===== src/rtl/sev_seg_pkg.sv =====
// Shared types and constants for the seven-segment scan controller.
// The segment encoding is {a,b,c,d,e,f,g}, active-low, for common-anode digits.
package sev_seg_pkg;

  typedef logic [6:0] seg_t;

  localparam seg_t SEG_BLANK = 7'h7F;

  // Hex glyphs 0-9, A, b, C, d, E, F.
  localparam seg_t HEX_GLYPHS [16] = '{
    7'b0000001, 7'b1001111, 7'b0010010, 7'b0000110,
    7'b1001100, 7'b0100100, 7'b0100000, 7'b0001111,
    7'b0000000, 7'b0000100, 7'b0001000, 7'b1100000,
    7'b0110001, 7'b1000010, 7'b0110000, 7'b0111000
  };

  typedef enum logic {
    BLANK = 1'b0,
    DRIVE = 1'b1
  } scan_state_t;

  function automatic seg_t hex_glyph(input logic [3:0] nib);
    return HEX_GLYPHS[nib];
  endfunction

endpackage


===== src/rtl/scan_tick_gen.sv =====
// Slot counter for the scan controller. Counts 0..TICK_DIV-1 per digit slot
// and flags the last blanking cycle and the last cycle of the slot.
module scan_tick_gen #(
  parameter int TICK_DIV     = 50000,
  parameter int BLANK_CYCLES = 4
) (
  input  logic i_clk,
  input  logic i_rst,
  output logic o_blank_done,
  output logic o_slot_done
);

  localparam int CW = (TICK_DIV > 1) ? $clog2(TICK_DIV) : 1;
  localparam logic [CW-1:0] BLANK_LAST = CW'(BLANK_CYCLES - 1);
  localparam logic [CW-1:0] SLOT_LAST  = CW'(TICK_DIV - 1);

  logic [CW-1:0] r_cnt;

  // Free-running slot counter, wraps at the end of every slot so it never overflows.
  always_ff @(posedge i_clk or posedge i_rst) begin
    if (i_rst) begin
      r_cnt <= '0;
    end else if (r_cnt == SLOT_LAST) begin
      r_cnt <= '0;
    end else begin
      r_cnt <= r_cnt + 1'b1;
    end
  end

  assign o_blank_done = (r_cnt == BLANK_LAST);
  assign o_slot_done  = (r_cnt == SLOT_LAST);

endmodule


===== src/rtl/sev_seg_scan_ctrl.sv =====
// Time-multiplexed seven-segment scan controller with a double-buffered
// display value. Optional leading-zero blanking is enabled by defining
// SEV_SEG_LZB_EN.
module sev_seg_scan_ctrl
  import sev_seg_pkg::*;
#(
  parameter int NUM_DIGITS   = 4,
  parameter int TICK_DIV     = 50000,
  parameter int BLANK_CYCLES = 4
) (
  input  logic                    clk,
  input  logic                    rst,
  input  logic                    load,
  input  logic [4*NUM_DIGITS-1:0] value,
  input  logic [NUM_DIGITS-1:0]   dp_mask,
  output logic                    ready,
  output logic [6:0]              seg,
  output logic                    dp_n,
  output logic [NUM_DIGITS-1:0]   an
);

  localparam int IW = $clog2(NUM_DIGITS);
  localparam logic [IW-1:0] LAST_IDX = IW'(NUM_DIGITS - 1);

  scan_state_t r_state, w_nxt_state;
  logic [IW-1:0] r_idx, w_nxt_idx;
  logic w_blank_done, w_slot_done, w_frame_end;

  logic [4*NUM_DIGITS-1:0] r_pend_val, r_act_val, w_act_val_nxt;
  logic [NUM_DIGITS-1:0]   r_pend_dp, r_act_dp, w_act_dp_nxt;
  logic                    r_pend_vld, w_pend_vld_nxt;
  logic                    w_xfer, w_commit;

  logic [3:0]            w_nib_sel;
  seg_t                  w_seg_nxt;
  logic                  w_dp_n_nxt;
  logic [NUM_DIGITS-1:0] w_an_nxt;
  seg_t                  r_seg;
  logic                  r_dp_n, r_ready;
  logic [NUM_DIGITS-1:0] r_an;

  scan_tick_gen #(
    .TICK_DIV    (TICK_DIV),
    .BLANK_CYCLES(BLANK_CYCLES)
  ) u_tick (
    .i_clk       (clk),
    .i_rst       (rst),
    .o_blank_done(w_blank_done),
    .o_slot_done (w_slot_done)
  );

  // FSM state and digit index registers.
  always_ff @(posedge clk or posedge rst) begin
    if (rst) begin
      r_state <= BLANK;
      r_idx   <= '0;
    end else begin
      r_state <= w_nxt_state;
      r_idx   <= w_nxt_idx;
    end
  end

  // Next-state logic: blank guard, then drive, then advance to the next digit.
  always_comb begin
    w_nxt_state = r_state;
    w_nxt_idx   = r_idx;
    w_frame_end = 1'b0;
    case (r_state)
      BLANK: begin
        if (w_blank_done) w_nxt_state = DRIVE;
      end
      DRIVE: begin
        if (w_slot_done) begin
          w_nxt_state = BLANK;
          w_frame_end = (r_idx == LAST_IDX);
          w_nxt_idx   = (r_idx == LAST_IDX) ? '0 : r_idx + 1'b1;
        end
      end
      default: w_nxt_state = BLANK;
    endcase
  end

  // A transfer needs pend_vld clear and a commit needs it set, so they never
  // coincide; a value captured in the boundary cycle waits a whole frame.
  assign w_xfer         = load && !r_pend_vld;
  assign w_commit       = w_frame_end && r_pend_vld;
  assign w_act_val_nxt  = w_commit ? r_pend_val : r_act_val;
  assign w_act_dp_nxt   = w_commit ? r_pend_dp  : r_act_dp;
  assign w_pend_vld_nxt = w_commit ? 1'b0 : (w_xfer ? 1'b1 : r_pend_vld);

  // Pending/active double buffer.
  always_ff @(posedge clk or posedge rst) begin
    if (rst) begin
      r_pend_val <= '0;
      r_pend_dp  <= '0;
      r_pend_vld <= 1'b0;
      r_act_val  <= '0;
      r_act_dp   <= '0;
    end else begin
      if (w_xfer) begin
        r_pend_val <= value;
        r_pend_dp  <= dp_mask;
      end
      r_pend_vld <= w_pend_vld_nxt;
      r_act_val  <= w_act_val_nxt;
      r_act_dp   <= w_act_dp_nxt;
    end
  end

  // Pin values for the next cycle, derived from next state so the registered
  // pins line up with the FSM state rather than trailing it by a cycle.
  always_comb begin
    w_nib_sel = '0;
    for (int i = 0; i < NUM_DIGITS; i++) begin
      if (w_nxt_idx == IW'(i)) w_nib_sel = w_act_val_nxt[4*i +: 4];
    end
    w_seg_nxt = hex_glyph(w_nib_sel);
`ifdef SEV_SEG_LZB_EN
    // A digit is a leading zero when it and every higher nibble are zero.
    for (int i = NUM_DIGITS - 1; i > 0; i--) begin
      if ((w_nxt_idx == IW'(i)) && ((w_act_val_nxt >> (4*i)) == '0)) w_seg_nxt = SEG_BLANK;
    end
`endif
    w_an_nxt   = '1;
    w_dp_n_nxt = 1'b1;
    if (w_nxt_state == DRIVE) begin
      w_an_nxt   = ~(NUM_DIGITS'(1) << w_nxt_idx);
      w_dp_n_nxt = ~w_act_dp_nxt[w_nxt_idx];
    end else begin
      w_seg_nxt  = SEG_BLANK;
    end
  end

  // Output registers: no combinational path from inputs to pins.
  always_ff @(posedge clk or posedge rst) begin
    if (rst) begin
      r_an    <= '1;
      r_seg   <= SEG_BLANK;
      r_dp_n  <= 1'b1;
      r_ready <= 1'b1;
    end else begin
      r_an    <= w_an_nxt;
      r_seg   <= w_seg_nxt;
      r_dp_n  <= w_dp_n_nxt;
      r_ready <= ~w_pend_vld_nxt;
    end
  end

  assign an    = r_an;
  assign seg   = r_seg;
  assign dp_n  = r_dp_n;
  assign ready = r_ready;

endmodule


===== config.mk =====
export PLATFORM = sky130hd
export DESIGN_NAME = sev_seg_scan_ctrl
export DESIGN_NICKNAME = d
export VERILOG_FILES = /design/src/rtl/sev_seg_pkg.sv /design/src/rtl/scan_tick_gen.sv /design/src/rtl/sev_seg_scan_ctrl.sv
export SDC_FILE = /design/constraint.sdc
export NUM_CORES = 1
export LEC_CHECK = 0
export BUFFER_PORTS_ARGS = -buffer_cell sky130_fd_sc_hd__buf_4
export CORE_ASPECT_RATIO = 2
export CORE_MARGIN = 3
export CORE_UTILIZATION = 55
export DETAILED_ROUTE_END_ITERATION = 8
export PLACE_DENSITY_LB_ADDON = 0.12
export SYNTH_ARGS = -nofsm -noshare
export SYNTH_HDL_FRONTEND = slang
export SYNTH_HIERARCHICAL = 1
export SYNTH_SLANG_ARGS = --single-unit

===== constraint.sdc =====
create_clock -name clk -period 3.7 [get_ports clk]
set_input_delay 0.185 -clock clk [delete_from_list [all_inputs] [get_ports clk]]
set_output_delay 0.185 -clock clk [all_outputs]
set_load 0.005 [all_outputs]

==> run summary <==
Summing the areas of all compound-gate instances in the mapped netlist gives 8.10% of the synthesized area. Final critical-path required period: 3.40 ns. The kind of capture point of the worst setup path is a register. The path with the worst hold slack has its endpoint at ready. The post-synthesis simple-gate area fraction is 12.8%, and the latest clock arrival within the worst-skew pair is 0.33 ns.

Headroom to the max-slew limit came out at 33.1%. Worst-case hold slack: 0.0726 ns. For the maximum number of pins on one net before global-route repair, the log shows 49. The startpoint identified for the worst hold timing path is load.

Clock-pin slew was measured on the worst setup and hold paths at 0.05 ns. For the reg2reg setup slack, the log shows 0.30 ns. The worst setup path is launched from a register. By area, the combinational part of the netlist is dominated by multiplexers.

In this run the mean area of a mapped cell was 12.4 um2. The path class of the tightest hold or removal check is in -> reg. The tools report the row count as 39.

The count of final hold-check violations is 0. The average wire length per cell after detail routing was 17.2 um. The congestion estimate from routability-driven global placement came to 0.953.

The post-route fraction of the period consumed by the critical path was 91.8%; the count of mapped cells out of synthesis was 273. The H-tree was split into 3 levels. The number of iterations in the first detailed-routing pass came out at 4.

The count of clock tree sinks was 73; the area growth from synthesis to final layout was 18.3%. The die boundary width was 61.6 um; the effective utilization at floorplan was 58.0%. The routed design has 6.66 mm of wire. TritonCTS built the clock tree.

In the routed layout, each cell is associated on average with a via count of 5.77. The flow ran to the end, and the final reports show no timing, DRC or antenna violations. Setup violations remaining at the end of the flow were counted as 0.

The run gives 0 as the number of antenna repair diodes. The critical path goes through ha_1 -> nand3_2 -> nor4_4 -> buf_4 -> nand4bb_1 -> o22ai_1 -> a21oi_1 -> a32o_1 -> ha_1 -> nor2_1 -> nand3_1 -> a21oi_1 -> a311oi_2. The number of different library cells used by synthesis comes to 49. The wire length of the first global-routing pass is 11.0 mm. In this design, the stage delay of the slowest critical-path cell is 0.39 ns. The actual slew at the worst max-slew pin was 0.999 ns; the number of cells traversed by the worst register-to-register path was 13. The critical-path maximum fanout is 15. At the end of the flow, the number of nets in the layout was 352. The run gives 5860 um2 as the standard cell core area. The multiplexer fraction of the synthesized cell area was 14.9%; the power density normalized to cell area was 413 nW/um2. The tree is rooted in a clkbuf_16. The number of synthesized flops with an enable pin was 0; the fraction of synthesized cell area in xor and xnor cells was 3.61%.

The overall fraction of global-route tracks in use is 21.3%. The run gives 1.92 nW as the cell leakage power. In this run the critical register-to-register path is launched from u_tick/r_cnt[0]. The share of the Yosys chip area taken by registers is 54.2%. Buffer count from post-CTS setup fixing: 0. Aggregate negative setup slack: 0 ns. Critical path class: reg -> reg. The run gives 3.93 ns as the required time of the critical path.

The cell at the slowest stage of the critical path was dfrtp_1. In the routed design, unresolved DRC markers number 0. Setup repair after global routing left no endpoint under its margin.

Port buffering added 35 buffers. The hold path depth was 2; the worst-case clock buffer depth was 2. The final design utilization is 68.7%, and the adder and majority cell fraction of the synthesized area is 2.95%.

The area enclosed by the die boundary came out at 7210 um2. The tools report the largest clock skew in the final design as 0.00458 ns. The maximum clock frequency was 294 MHz; the estimated wirelength of the detail-placed design was 5.04 mm. The via count of the first global-routing pass came out at 2334.

The number of buffers created by CTS is 9. Synthesis produced a netlist with a net count of 304. The post-detailed-route count of antenna-violating nets is 0. For the number of max-cap violations, the log shows 0. The tools report the final number of max-transition violations as 0.

The run gives 3.63 ns as the arrival time at the worst endpoint. The endpoint identified for the worst register-to-register timing path is seg[6]. The worst ir drop on vdd is 0.393 mV, and the fraction of final layout cells sized beyond drive strength 1 is 36.2%.

After synthesis, the share of flip-flops with an asynchronous set or reset is 100%. The total overflow left after global routing is 0. The overall via count from detail_route was 2234; the number of DRC markers in iteration 0 was 64. The number of warnings printed during yosys synthesis came out at 6. For this run, the leading register cell type out of synthesis is dfrtp_1. For the area of the mapped netlist, the log shows 3400 um2. During I/O placement, the number of pins put on the boundary was 36. Die height: 117 um.

In this run, synthesis produced a sequential element count of 73. The initial antenna violation count is 0.
==> state kept, by name, summed over array words and instances, names as in the netlist <==
name,cells
r_act_val,16
r_pend_val,16
u_tick/r_cnt,16
seg,7
an,4
r_act_dp,4
r_pend_dp,4
r_idx,2
dp_n,1
r_pend_vld,1
r_state,1
ready,1
==> kinds of logic after synthesis <==
kind of cell | after synthesis
simple gates | 74
flops | 73
mux | 44
compound gates | 37
buf+inv | 23
xor+xnor | 14
fa+ha+maj | 8
==> power breakdown <==
part / switching [mW] / internal, mW / leakage [nW]
clock network: 0.289 / 0.466 / 0.136
registers: 0.0156 / 0.829 / 0.910
logic: 0.0244 / 0.0368 / 0.873
total: 0.329 / 1.33 / 1.92
==> worst max-delay path: cells and delay by family, from the launching register on <==
family	cells	cell delay (ns)
DFF	1	0.39
AOI/OAI and AO/OA	5	1.03
adders and majority gates	2	0.51
buffers and inverters	1	0.26
and+or+nand+nor	5	1.11
==> worst max path at each step <==
stage | start | slack (ns) | endpoint
after global routing | u_tick/r_cnt[0] | 0.08 | seg[6]
after global placement | u_tick/r_cnt[0] | 0.49 | seg[6]
after floorplan | u_tick/r_cnt[0] | 0.39 | seg[6]
after CTS | u_tick/r_cnt[0] | 0.37 | seg[6]
after detailed placement | u_tick/r_cnt[0] | 0.39 | seg[6]
final | u_tick/r_cnt[0] | 0.30 | seg[6]
==> layer usage <==
metal	wire length [um]	track usage [%]	part of all wire [%]	vias to the layer above
met5	0	0	0	-
met4	164	11.3	2.5	0
met3	194	4.61	2.9	13
met2	3890	38.8	58	41
met1	2410	21.3	36	1122
li1	-	-	-	1058
==> placed cells by master, fill, tap and decap left out, types with 3 or more instances in the layout <==
cell / count
dfstp_2: 13
clkinv_2: 4
dfrtp_1: 60
nor3_1: 5
buf_4: 43
inv_1: 15
mux2_4: 5
mux2i_1: 6
nand2b_1: 11
nor2_1: 20
nand4_1: 4
xnor2_1: 9
mux2_1: 3
clkbuf_16: 9
o21ai_0: 6
o22ai_1: 3
nand2_1: 9
xor2_1: 5
ha_1: 8
mux2_2: 30
o22a_1: 4
nand3_1: 9
o21ai_1: 3
a21oi_1: 5
nor4_1: 3
==> metrics by stage <==
stage | power, mW | instance area (um2) | std cells | setup slack [ns]
finish | 1.66 | 4020 | 387 | 0.303
global route | 1.73 | 4020 | 387 | 0.0774
CTS | 1.69 | 4020 | 387 | 0.372
detailed placement | 0.919 | 3740 | 370 | 0.385
global placement | 0.917 | 3740 | 370 | 0.486
floorplan | 0.887 | 3400 | 273 | 0.385
==> Yosys cell counts (4+ instances only) <==
cell,n,area [um2]
dfrtp_1,60,1500
mux2_2,30,338
nor2_1,20,75.1
inv_1,16,60.1
dfstp_2,13,342
nand2b_1,11,68.8
nand2_1,9,33.8
nand3_1,9,45.0
xnor2_1,9,78.8
ha_1,8,100
mux2i_1,6,60.1
o21ai_0,6,30.0
a21oi_1,5,25.0
mux2_4,5,75.1
nor3_1,5,25.0
xor2_1,5,43.8
buf_6,4,45.0
nand4_1,4,25.0
o22a_1,4,35.0
==> area by class of cell <==
type / instances / area [um2]
well taps: 61 / 76.3
clock buffers: 12 / 246
flip-flops and latches: 73 / 1840
fillers: 461 / 1840
clock inverters: 4 / 20.0
multi-input cells: 177 / 1440
inverters: 16 / 60.1
repair buffers: 44 / 333
==> what timing repair did <==
item / in CTS / in global routing
resized for setup: 0 / 0
hold endpoints to repair: 16 / 0
hold buffers: 1 / 0
No activity file was read; power rests on OpenSTA's default activity.
